[src/rtl/ofm_word_packer_pkg.sv]
// Shared width derivations for the OFM word packer and the router it feeds.
// Both sides call these functions so their packed-word widths always agree.
package ofm_word_packer_pkg;

    typedef logic [1:0] q_cnt_t;

    localparam q_cnt_t Q_DEPTH = 2'd2;

    function automatic int calc_num_cycle(input int bottleneck, input int ou, input int delta_x);
        return (bottleneck * ou) / delta_x;
    endfunction

    function automatic int calc_data_amount(input int k, input int out_ch);
        return k * out_ch;
    endfunction

    function automatic int calc_how_many_pixel(input int data_amount, input int num_cycle);
        return (data_amount + num_cycle - 1) / num_cycle;
    endfunction

    function automatic int calc_wire_num(input int how_many_pixel, input int bit_ofm);
        return how_many_pixel * bit_ofm;
    endfunction

    // Counter width that stays legal (>= 1 bit) even for a single-value range.
    function automatic int calc_width(input int n);
        return (n > 1) ? $clog2(n) : 1;
    endfunction

endpackage

[src/rtl/ofm_word_packer_if.sv]
// Pixel-side valid/ready and router-side write/full signals of the OFM word packer.
interface ofm_word_packer_if #(
    parameter int BIT_OFM  = 29,
    parameter int WIRE_NUM = 29
);
    logic                pix_valid;
    logic [BIT_OFM-1:0]  pix_data;
    logic                pix_ready;
    logic                dst_full;
    logic [WIRE_NUM-1:0] dst_data;
    logic                dst_write;
    logic                frame_done;

    modport master (
        input  pix_valid, pix_data, dst_full,
        output pix_ready, dst_data, dst_write, frame_done
    );

    modport slave (
        output pix_valid, pix_data, dst_full,
        input  pix_ready, dst_data, dst_write, frame_done
    );

endinterface

[src/rtl/ofm_skid_queue.sv]
// Two-entry {word, last} FIFO absorbing router back-pressure.
// The head is forced to zero while the queue is empty.
module ofm_skid_queue
    import ofm_word_packer_pkg::*;
#(
    parameter int WIDTH = 29
) (
    input  logic             clk,
    input  logic             rst_n,
    input  logic             push,
    input  logic [WIDTH-1:0] push_word,
    input  logic             push_last,
    input  logic             pop,
    output logic [WIDTH-1:0] head_word,
    output logic             head_last,
    output q_cnt_t           cnt
);

    logic [WIDTH-1:0] word_r [2];
    logic [1:0]       last_r;
    logic             rd_ptr_r;
    logic             wr_ptr_r;
    q_cnt_t           cnt_r;
    logic             push_ok_s;
    logic             pop_ok_s;

    // Overflow/underflow guards keep the storage consistent even under misuse.
    assign push_ok_s = push & (cnt_r != Q_DEPTH);
    assign pop_ok_s  = pop & (cnt_r != 2'd0);

    // Storage, pointers and occupancy.
    always_ff @(posedge clk or negedge rst_n) begin
        if (!rst_n) begin
            word_r[0] <= {WIDTH{1'b0}};
            word_r[1] <= {WIDTH{1'b0}};
            last_r    <= 2'b00;
            rd_ptr_r  <= 1'b0;
            wr_ptr_r  <= 1'b0;
            cnt_r     <= 2'd0;
        end else begin
            if (push_ok_s) begin
                word_r[wr_ptr_r] <= push_word;
                last_r[wr_ptr_r] <= push_last;
                wr_ptr_r         <= ~wr_ptr_r;
            end
            if (pop_ok_s) begin
                rd_ptr_r <= ~rd_ptr_r;
            end
            case ({push_ok_s, pop_ok_s})
                2'b10:   cnt_r <= cnt_r + 2'd1;
                2'b01:   cnt_r <= cnt_r - 2'd1;
                default: cnt_r <= cnt_r;
            endcase
        end
    end

    // Head presentation.
    always_comb begin
        if (cnt_r != 2'd0) begin
            head_word = word_r[rd_ptr_r];
            head_last = last_r[rd_ptr_r];
        end else begin
            head_word = {WIDTH{1'b0}};
            head_last = 1'b0;
        end
    end

    assign cnt = cnt_r;

endmodule

[src/rtl/ofm_word_packer.sv]
// Packs HOW_MANY_PIXEL OFM pixels per router word and pushes words through a
// two-entry queue into the router input FIFO; the final word of a frame may be short.
module ofm_word_packer
    import ofm_word_packer_pkg::*;
#(
    parameter int K          = 3,
    parameter int BOTTLENECK = 1668,
    parameter int BIT_OFM    = 29,
    parameter int DELTA_X    = 16,
    parameter int OU         = 8,
    parameter int OUT_CH     = 64
) (
    input  logic              clk,
    input  logic              rst_n,
    ofm_word_packer_if.master bus
);

    localparam int NUM_CYCLE      = calc_num_cycle(BOTTLENECK, OU, DELTA_X);
    localparam int DATA_AMOUNT    = calc_data_amount(K, OUT_CH);
    localparam int HOW_MANY_PIXEL = calc_how_many_pixel(DATA_AMOUNT, NUM_CYCLE);
    localparam int WIRE_NUM       = calc_wire_num(HOW_MANY_PIXEL, BIT_OFM);
    localparam int LANE_W         = calc_width(HOW_MANY_PIXEL);
    localparam int CNT_W          = calc_width(DATA_AMOUNT);

    localparam logic [LANE_W-1:0] LAST_LANE = LANE_W'(HOW_MANY_PIXEL - 1);
    localparam logic [CNT_W-1:0]  LAST_PIX  = CNT_W'(DATA_AMOUNT - 1);

    logic [LANE_W-1:0]   lane_r;
    logic [CNT_W-1:0]    pix_cnt_r;
    logic [WIRE_NUM-1:0] collect_r;
    logic [WIRE_NUM-1:0] word_s;
    logic                frame_done_r;
    logic                accept_s;
    logic                last_pix_s;
    logic                close_s;
    logic                pix_ready_s;
    logic                dst_write_s;
    logic [WIRE_NUM-1:0] head_word_s;
    logic                head_last_s;
    q_cnt_t              q_cnt_s;

    // Ready only looks at occupancy; a same-cycle pop does not free a slot early.
    assign pix_ready_s = (q_cnt_s != Q_DEPTH);
    assign accept_s    = bus.pix_valid & pix_ready_s;
    assign last_pix_s  = (pix_cnt_r == LAST_PIX);
    assign close_s     = accept_s & ((lane_r == LAST_LANE) | last_pix_s);
    assign dst_write_s = (q_cnt_s != 2'd0) & ~bus.dst_full;

    // Candidate word: the partial word with the incoming pixel dropped into its lane.
    always_comb begin
        word_s = collect_r;
        for (int i = 0; i < HOW_MANY_PIXEL; i++) begin
            if (lane_r == LANE_W'(i)) begin
                word_s[i*BIT_OFM +: BIT_OFM] = bus.pix_data;
            end else begin
                word_s[i*BIT_OFM +: BIT_OFM] = collect_r[i*BIT_OFM +: BIT_OFM];
            end
        end
    end

    // Lane / frame counters, partial-word register and the frame_done pulse.
    always_ff @(posedge clk or negedge rst_n) begin
        if (!rst_n) begin
            lane_r       <= {LANE_W{1'b0}};
            pix_cnt_r    <= {CNT_W{1'b0}};
            collect_r    <= {WIRE_NUM{1'b0}};
            frame_done_r <= 1'b0;
        end else begin
            frame_done_r <= dst_write_s & head_last_s;
            if (accept_s) begin
                pix_cnt_r <= last_pix_s ? {CNT_W{1'b0}} : (pix_cnt_r + CNT_W'(1));
                if (close_s) begin
                    lane_r    <= {LANE_W{1'b0}};
                    collect_r <= {WIRE_NUM{1'b0}};
                end else begin
                    lane_r    <= lane_r + LANE_W'(1);
                    collect_r <= word_s;
                end
            end
        end
    end

    ofm_skid_queue #(
        .WIDTH (WIRE_NUM)
    ) u_queue (
        .clk       (clk),
        .rst_n     (rst_n),
        .push      (close_s),
        .push_word (word_s),
        .push_last (last_pix_s),
        .pop       (dst_write_s),
        .head_word (head_word_s),
        .head_last (head_last_s),
        .cnt       (q_cnt_s)
    );

    assign bus.pix_ready  = pix_ready_s;
    assign bus.dst_write  = dst_write_s;
    assign bus.dst_data   = head_word_s;
    assign bus.frame_done = frame_done_r;

endmodule
[src/flat_wrapper.sv]
// flat-port wrapper written by rule: the top's interface ports become plain ports
module ofm_word_packer_flat import ofm_word_packer_pkg::*;
#(
    parameter int K          = 3,
    parameter int BOTTLENECK = 1668,
    parameter int BIT_OFM    = 29,
    parameter int DELTA_X    = 16,
    parameter int OU         = 8,
    parameter int OUT_CH     = 64
)
  (clk, rst_n, bus_pix_valid, bus_pix_data, bus_dst_full, bus_pix_ready, bus_dst_data, bus_dst_write, bus_frame_done);
  ofm_word_packer_if #(.BIT_OFM(BIT_OFM)) bus_i ();
  input  logic clk;
  input  logic rst_n;
  input wire logic [$bits(bus_i.pix_valid)-1:0] bus_pix_valid;
  input wire logic [$bits(bus_i.pix_data)-1:0] bus_pix_data;
  input wire logic [$bits(bus_i.dst_full)-1:0] bus_dst_full;
  output wire logic [$bits(bus_i.pix_ready)-1:0] bus_pix_ready;
  output wire logic [$bits(bus_i.dst_data)-1:0] bus_dst_data;
  output wire logic [$bits(bus_i.dst_write)-1:0] bus_dst_write;
  output wire logic [$bits(bus_i.frame_done)-1:0] bus_frame_done;
  assign bus_i.pix_valid = bus_pix_valid;
  assign bus_i.pix_data = bus_pix_data;
  assign bus_i.dst_full = bus_dst_full;
  assign bus_pix_ready = bus_i.pix_ready;
  assign bus_dst_data = bus_i.dst_data;
  assign bus_dst_write = bus_i.dst_write;
  assign bus_frame_done = bus_i.frame_done;
  ofm_word_packer #(.K(K), .BOTTLENECK(BOTTLENECK), .BIT_OFM(BIT_OFM), .DELTA_X(DELTA_X), .OU(OU), .OUT_CH(OUT_CH)) u_core (.clk(clk), .rst_n(rst_n), .bus(bus_i));
endmodule
[config.mk]
export PLATFORM = sky130hd
export DESIGN_NAME = ofm_word_packer_flat
export DESIGN_NICKNAME = d
export VERILOG_FILES = /design/src/rtl/ofm_word_packer_pkg.sv /design/src/rtl/ofm_word_packer_if.sv /design/src/rtl/ofm_skid_queue.sv /design/src/rtl/ofm_word_packer.sv /design/src/flat_wrapper.sv
export SDC_FILE = /design/constraint.sdc
export NUM_CORES = 1
export LEC_CHECK = 0
export BUFFER_PORTS_ARGS = -buffer_cell sky130_fd_sc_hd__buf_2
export CAP_MARGIN = 30
export CORE_ASPECT_RATIO = 1.4
export CORE_MARGIN = 2
export CORE_UTILIZATION = 45
export CTS_BUF_LIST = sky130_fd_sc_hd__clkbuf_2
export DETAILED_ROUTE_END_ITERATION = 7
export GPL_TIMING_DRIVEN = 0
export SYNTH_ARGS = -nofsm -noshare
export SYNTH_HDL_FRONTEND = slang
export SYNTH_HIERARCHICAL = 1
export SYNTH_SLANG_ARGS = --single-unit
[constraint.sdc]
create_clock -name clk -period 5.6 [get_ports clk]
set_input_delay 0 -clock clk [delete_from_list [all_inputs] [get_ports clk]]
set_output_delay 0 -clock clk [all_outputs]
set_load 0.01 [all_outputs]
Word level (Yosys, flattened, before mapping)
Cells that the tools add are included.
W data, S select, Z words.
{ "word_totals": {"reg_bits": 103, "latchBits": 0, "ramBits": 0, "rom_bits": 0, "in_bits": 33, "elab_cells": 59, "n_memories": 0} }
{ "op_classes": {"addsub": 4, "n_mul": 0, "div": 0, "magnitude_cmp": 6, "eq_ne": 4, "shift": 0, "n_mux": 18, "bitwise_logic": 13, "n_reduce_logical": 4} }
{ "op_table": {"columns": ["cell", "n"], "rows": [
  ["$mux W29", 7],
  ["$bwmux W58", 1],
  ["$demux W29 S1", 1],
  ["$add A8 B1 Y8 const B", 1],
  ["$eq A8 B8 Y1 const B", 1],
  ["$mux W8", 1],
  ["$and A1 B1 Y1", 6],
  ["$mux W1", 5],
  ["$ge A2 B2 Y1 const B", 2],
  ["$lt A1 B2 Y1 const B", 2],
  ["$not A1 Y1", 4],
  ["$not A1 Y2", 2],
  ["$pmux W2 S2", 1],
  ["$reduce_bool A2 Y1", 2],
  ["$add A2 B1 Y2 const B", 1],
  ["$bwmux W2", 1],
  ["$eq A2 B1 Y1 const B", 1],
  ["$eq A2 B2 Y1 const B", 1],
  ["$logic_and A1 B1 Y1", 2],
  ["$lt A2 B1 Y1 const B", 1],
  ["$ne A2 B2 Y1 const B", 1],
  ["$sub A2 B1 Y2 const B", 1],
  ["$add A1 B1 Y1 const B", 1],
  ["$demux W1 S1", 1],
  ["2 further kinds", 2]
]} }

Logic depth before layout (Yosys ltp)
{ "depth": {"word_depth": 6, "depth_mapped": 10, "depth_no_buf": 9} }

Hierarchy
The synthesis kept the hierarchy.
{ "modules_own_cells": {"columns": ["mod", "n_inst", "cells_each", "area_per_inst_um2", "seq_area_each_um2"], "rows": [
  ["ofm_skid_queue", 1, 210, 3037.9, 1601.5],
  ["ofm_word_packer", 1, 156, 1911.8, 975.9]
]} }

Worst setup path after synthesis
No wires, ideal clock.
{ "synth_timing": {"path_kind": "reg2reg", "from": "reg u_core.u_queue.cnt_r[1], in the netlist u_core/u_queue/cnt[1]", "to": "reg u_core.u_queue.last_r[0]", "setup_ps": 125, "arrival_time_ps": 1958, "t_required_ps": 5475, "slack_ps": 3517, "stages_incl_launch_ff": 9, "cell_sequence": "dfrtp_1 > nor2b_4 > buf_6 > nor3_1 > buf_2 > or2_2 > and3b_4 > buf_12 > mux2_4"} }
{ "synth_via": {"elab_chain_cells": 4} }
{ "synth_lines": {"columns": ["element", "line", "rtl"], "rows": [
  ["start, declared", "ofm_skid_queue.sv:23", "q_cnt_t cnt_r;"],
  ["start signal, assigned", "ofm_skid_queue.sv:50", "2'b10: cnt_r <= cnt_r + 2'd1;"],
  ["start signal, assigned", "ofm_skid_queue.sv:51", "2'b01: cnt_r <= cnt_r - 2'd1;"],
  ["start signal, assigned", "ofm_skid_queue.sv:52", "default: cnt_r <= cnt_r;"],
  ["$ne A2 B2 Y1", "ofm_word_packer.sv:43", "assign pix_ready_s = (q_cnt_s != Q_DEPTH);"],
  ["$and A1 B1 Y1", "ofm_word_packer.sv:44", "assign accept_s = bus.pix_valid & pix_ready_s;"],
  ["$and A1 B1 Y1", "ofm_word_packer.sv:46", "assign close_s = accept_s & ((lane_r == LAST_LANE) | last_pix_s);"],
  ["via u_core.close_s", "ofm_word_packer.sv:35", "logic close_s;"],
  ["$and A1 B1 Y1", "ofm_skid_queue.sv:28", "assign push_ok_s = push & (cnt_r != Q_DEPTH);"],
  ["end signal, assigned by index", "ofm_skid_queue.sv:43", "last_r[wr_ptr_r] <= push_last;"],
  ["end, declared", "ofm_skid_queue.sv:20", "logic [1:0] last_r;"]
]} }
The timed path passes the listed nets, and every way through them passes these cells.
A chain may end at the register's enable or synchronous reset.

Final worst setup path
{ "layout_timing": {"from": "reg u_core.u_queue.cnt_r[1], in the netlist u_core/u_queue/cnt[1]", "to": "reg u_core/u_queue/word_r[31] in the netlist's numbering"} }
{ "layout_via": {"elab_chain_cells": 4} }
{ "layout_lines": {"columns": ["element", "line", "rtl"], "rows": [
  ["$ne A2 B2 Y1", "ofm_word_packer.sv:43", null],
  ["$and A1 B1 Y1", "ofm_word_packer.sv:44", null],
  ["$and A1 B1 Y1", "ofm_word_packer.sv:46", null],
  ["via u_core.close_s", "ofm_word_packer.sv:35", null],
  ["$and A1 B1 Y1", "ofm_skid_queue.sv:28", null],
  ["end signal, assigned by index", "ofm_skid_queue.sv:42", "word_r[wr_ptr_r] <= push_word;"],
  ["end, declared", "ofm_skid_queue.sv:19", "logic [WIDTH-1:0] word_r [2];"]
]} }
The timed path passes the listed nets, and every way through them passes these cells.

==> run summary <==
Max Slew Vio Count: 0
endpoints failing setup: 0
Power Dens Cells: 480 nW/um^2
first-pass GRT wire length: 17.1 mm
top-area cell type share of the netlist area: 52.1%
period utilization: 42.3%
CTS root buf: clkbuf_2
full die area: 11,900 um^2
R2R cell count: 8
internal power: 1820 uW
CTS tree: yes
die width: 92.6 um
CTS max path bufs: 2
vias in the first global route: 3,334
fmax: 422 MHz
pre-CTS setup slack: 3.27 ns
sequential area share after synthesis: 52.1%
die extent in y: 128 um
Post-Syn Instances: 366
H-tree Lvls: 3
Ys Warns: 6
final net count: 510
Port Buf Inserts: 63
RSZ-0062 raised after global routing: false
fin crit period: 2.37 ns
switch share: 35.9%
leakage: 0.00279 uW
Top Ports: 65
fill count: 984
crit-path cells: nor2b_4 > buf_6 > nor3_1 > buf_2 > or2_2 > and3b_4 > buf_12 > mux2_4
Slew headroom: 56.4%
WL/cell: 16.3 um
biggest cell delay along the critical path: 0.51 ns
CP startpoint kind: register
Reg power frac: 40.5%
clk slew on worst S/H paths: 0.24 ns
TritonRoute pass-1 iters: 4
Area growth syn-to-layout: 19.8%
worst hold path class: in2reg
Setup WS post-layout: 3.23 ns
Synth area leaders: dfrtp_1 (52%), mux2_2 (14%), mux2_4 (9.1%)
max_cap viols: 0
DRT iter0 DRCs: 79
CP max FO: 10
status: complete, no violations
Synth Area per Inst: 13.5 um^2
post-synth cell types: 41
Worst-Skew Late Latency: 0.59 ns
synthesized netlist net count: 401
share of power burned in combinational logic: 47.7%
GRT overflow: 0
Num CTS Buffers: 9
antenna-violating nets left: 0
worst hold path depth: 4
Slowest cell on crit path: dfrtp_1
share of layout cells above drive strength 1: 41.0%
NetSw: 1020 uW
largest net degree at the start of global routing: 61
final hold violations: 0
Crit Path Class: reg2reg
Syn Std Cell Area: 4950 um^2
area leader, netlist: dfrtp_1
Worst Path Required: 6.08 ns
HPWL after detailed placement: 6.83 mm
Max IR drop VDD: 0.248 mV
Worst Tran Pin Value: 0.654 ns
drt via density: 5.05
DRC: 0
Via Count: 3,141
# rows: 45
setup_tns: 0 ns
CP Data Arrival Time: 2.85 ns
gp weighted congestion: 0.733
global-route usage over all layers: 18.7%
critical path endpoint category: register
initial antenna violation count: 1
CTS Sinks: 103
Clock Skew: 0.0299 ns
Yosys reg bits: 103
Clock Power Share: 11.8%
Core ar.: 10,800 um^2
starting density of the core: 45.8%
final WL: 10.1 mm
cell families after synthesis:
group / after synthesis / synth area share (%)
mux: 120 / 28.8
buf+inv: 28 / 4.22
simple gates: 97 / 11.9
compound gates: 9 / 1.26
fa+ha+maj: 2 / 0.505
xor+xnor: 7 / 1.24
flops: 103 / 52.1
stage by stage:
step                      instances  hold slack (ns)  total power, uW  utilization (%)  area (um^2)
after floorplan                 366           -0.296             2120                -         4950
after global placement          570            0.292             2490             50.3         5440
after detailed placement        571           0.0390             2530             50.6         5470
after CTS                       621            0.210             2890             54.8         5930
after global routing            622            0.218             3070             54.8         5930
final                           622            0.240             2850             54.8         5930
area by class of cell:
class                           instances  area [um^2]  share of cell area [%]
Multi-Input combinational cell        235         2160                    36.5
Inverter                                4         20.0                   0.338
Clock buffer                           11         55.1                   0.929
Antenna cell                            1         2.50                  0.0422
Sequential cell                       103         2580                    43.5
Buffer                                 24          189                    3.19
Tap cell                              141          176                    2.98
Clock inverter                          5         48.8                   0.823
Timing Repair Buffer                   98          696                    11.7
path summary, 6_finish.rpt:
| path | start | to | slack, ns |
|---|---|---|---|
| worst max-delay path | u_core/u_queue/cnt[1]$_DFFE_PN0P_ | u_core/u_queue/word_r[31]$_DFFE_PN0P_ | 3.23 |
| worst min-delay path | bus_pix_valid | u_core/pix_cnt_r[1]$_DFFE_PN0P_ | 0.24 |
| worst max register to register | u_core/u_queue/cnt[1]$_DFFE_PN0P_ | u_core/u_queue/word_r[31]$_DFFE_PN0P_ | 3.23 |
| worst min register to register | u_core/u_queue/wr_ptr_r$_DFFE_PN0N_ | u_core/u_queue/wr_ptr_r$_DFFE_PN0N_ | 0.54 |
| max in group asynchronous | rst_n | u_core/u_queue/word_r[53]$_DFFE_PN0P_ | 4.85 |
| min in group asynchronous | rst_n | u_core/u_queue/word_r[5]$_DFFE_PN0P_ | 0.44 |
synth_stat cells (all sizes together):
| cell type | instances |
|---|---|
| nor2b | 3 |
| nor4 | 2 |
| clkbuf | 6 |
| or2 | 1 |
| nand3 | 5 |
| nor3 | 1 |
| o2bb2ai | 1 |
| a311oi | 1 |
| nand4b | 2 |
| mux2 | 90 |
| nor3b | 29 |
| nand2 | 3 |
| xnor2 | 5 |
| and3b | 1 |
| a31oi | 1 |
| a21oi | 1 |
| nand2b | 1 |
| buf | 18 |
| or4 | 2 |
| and3 | 2 |
| dfrtp | 103 |
| xor2 | 2 |
| ha | 2 |
| mux2i | 30 |
| and2 | 3 |
| inv | 4 |
| or3 | 1 |
| nor2 | 37 |
| nand4 | 3 |
| o21ai | 2 |
| and4 | 1 |
| o221ai | 1 |
| o31ai | 2 |
power by group through the flow:
stage / combinational [uW] / sequential (uW) / clock [uW]
CTS: 1380 / 1150 / 352
finish: 1360 / 1150 / 336
detailed placement: 1360 / 1170 / 0
global placement: 1340 / 1160 / 0
floorplan: 1000 / 1120 / 0
global route: 1500 / 1190 / 385
state kept, by name, indices dropped and copies added (netlist names):
register and flops:
u_core/lane_r 1, u_core/u_queue/word_r 58, u_core/u_queue/rd_ptr_r 1, u_core/bus.frame_done 1, u_core/u_queue/cnt 2, u_core/u_queue/last_r 2, u_core/collect_r 29, u_core/u_queue/wr_ptr_r 1
u_core/pix_cnt_r 8
routing by layer:
metal	GRT usage [%]	part of all wire (%)
met1	24.4	44
met2	31.9	51
met3	3.00	2.6
met4	6.49	1.6
met5	0	0
layout by cell type (no fill, tap or decap), drive strengths merged, types with 4 or more instances in the layout:
cell         synthesis  layout
nand3                5       5
dfrtp              103     103
clkbuf               6      17
nor3b               29      29
mux2i               30      30
dlygate4sd3          0      33
inv                  4       4
clkinv               0       4
xnor2                5       5
buf                 18      83
nor2                37      37
mux2                90      90
critical path, delay by kind of cell (launching register included):
family	cells	cell delay, ns
flip-flops	1	0.51
buffers and inverters	3	0.61
multiplexers	1	0.31
AND/OR/NAND/NOR	4	0.84
timing repair:
item | CTS | global route
hold buffers | 34 | 0
gates resized for setup | 0 | 0
buffers inserted | 0 | 0
endpoints found under the setup margin | 0 | 0
endpoints found under the hold margin | 172 | 0
(Power assumes the default switching activity.)
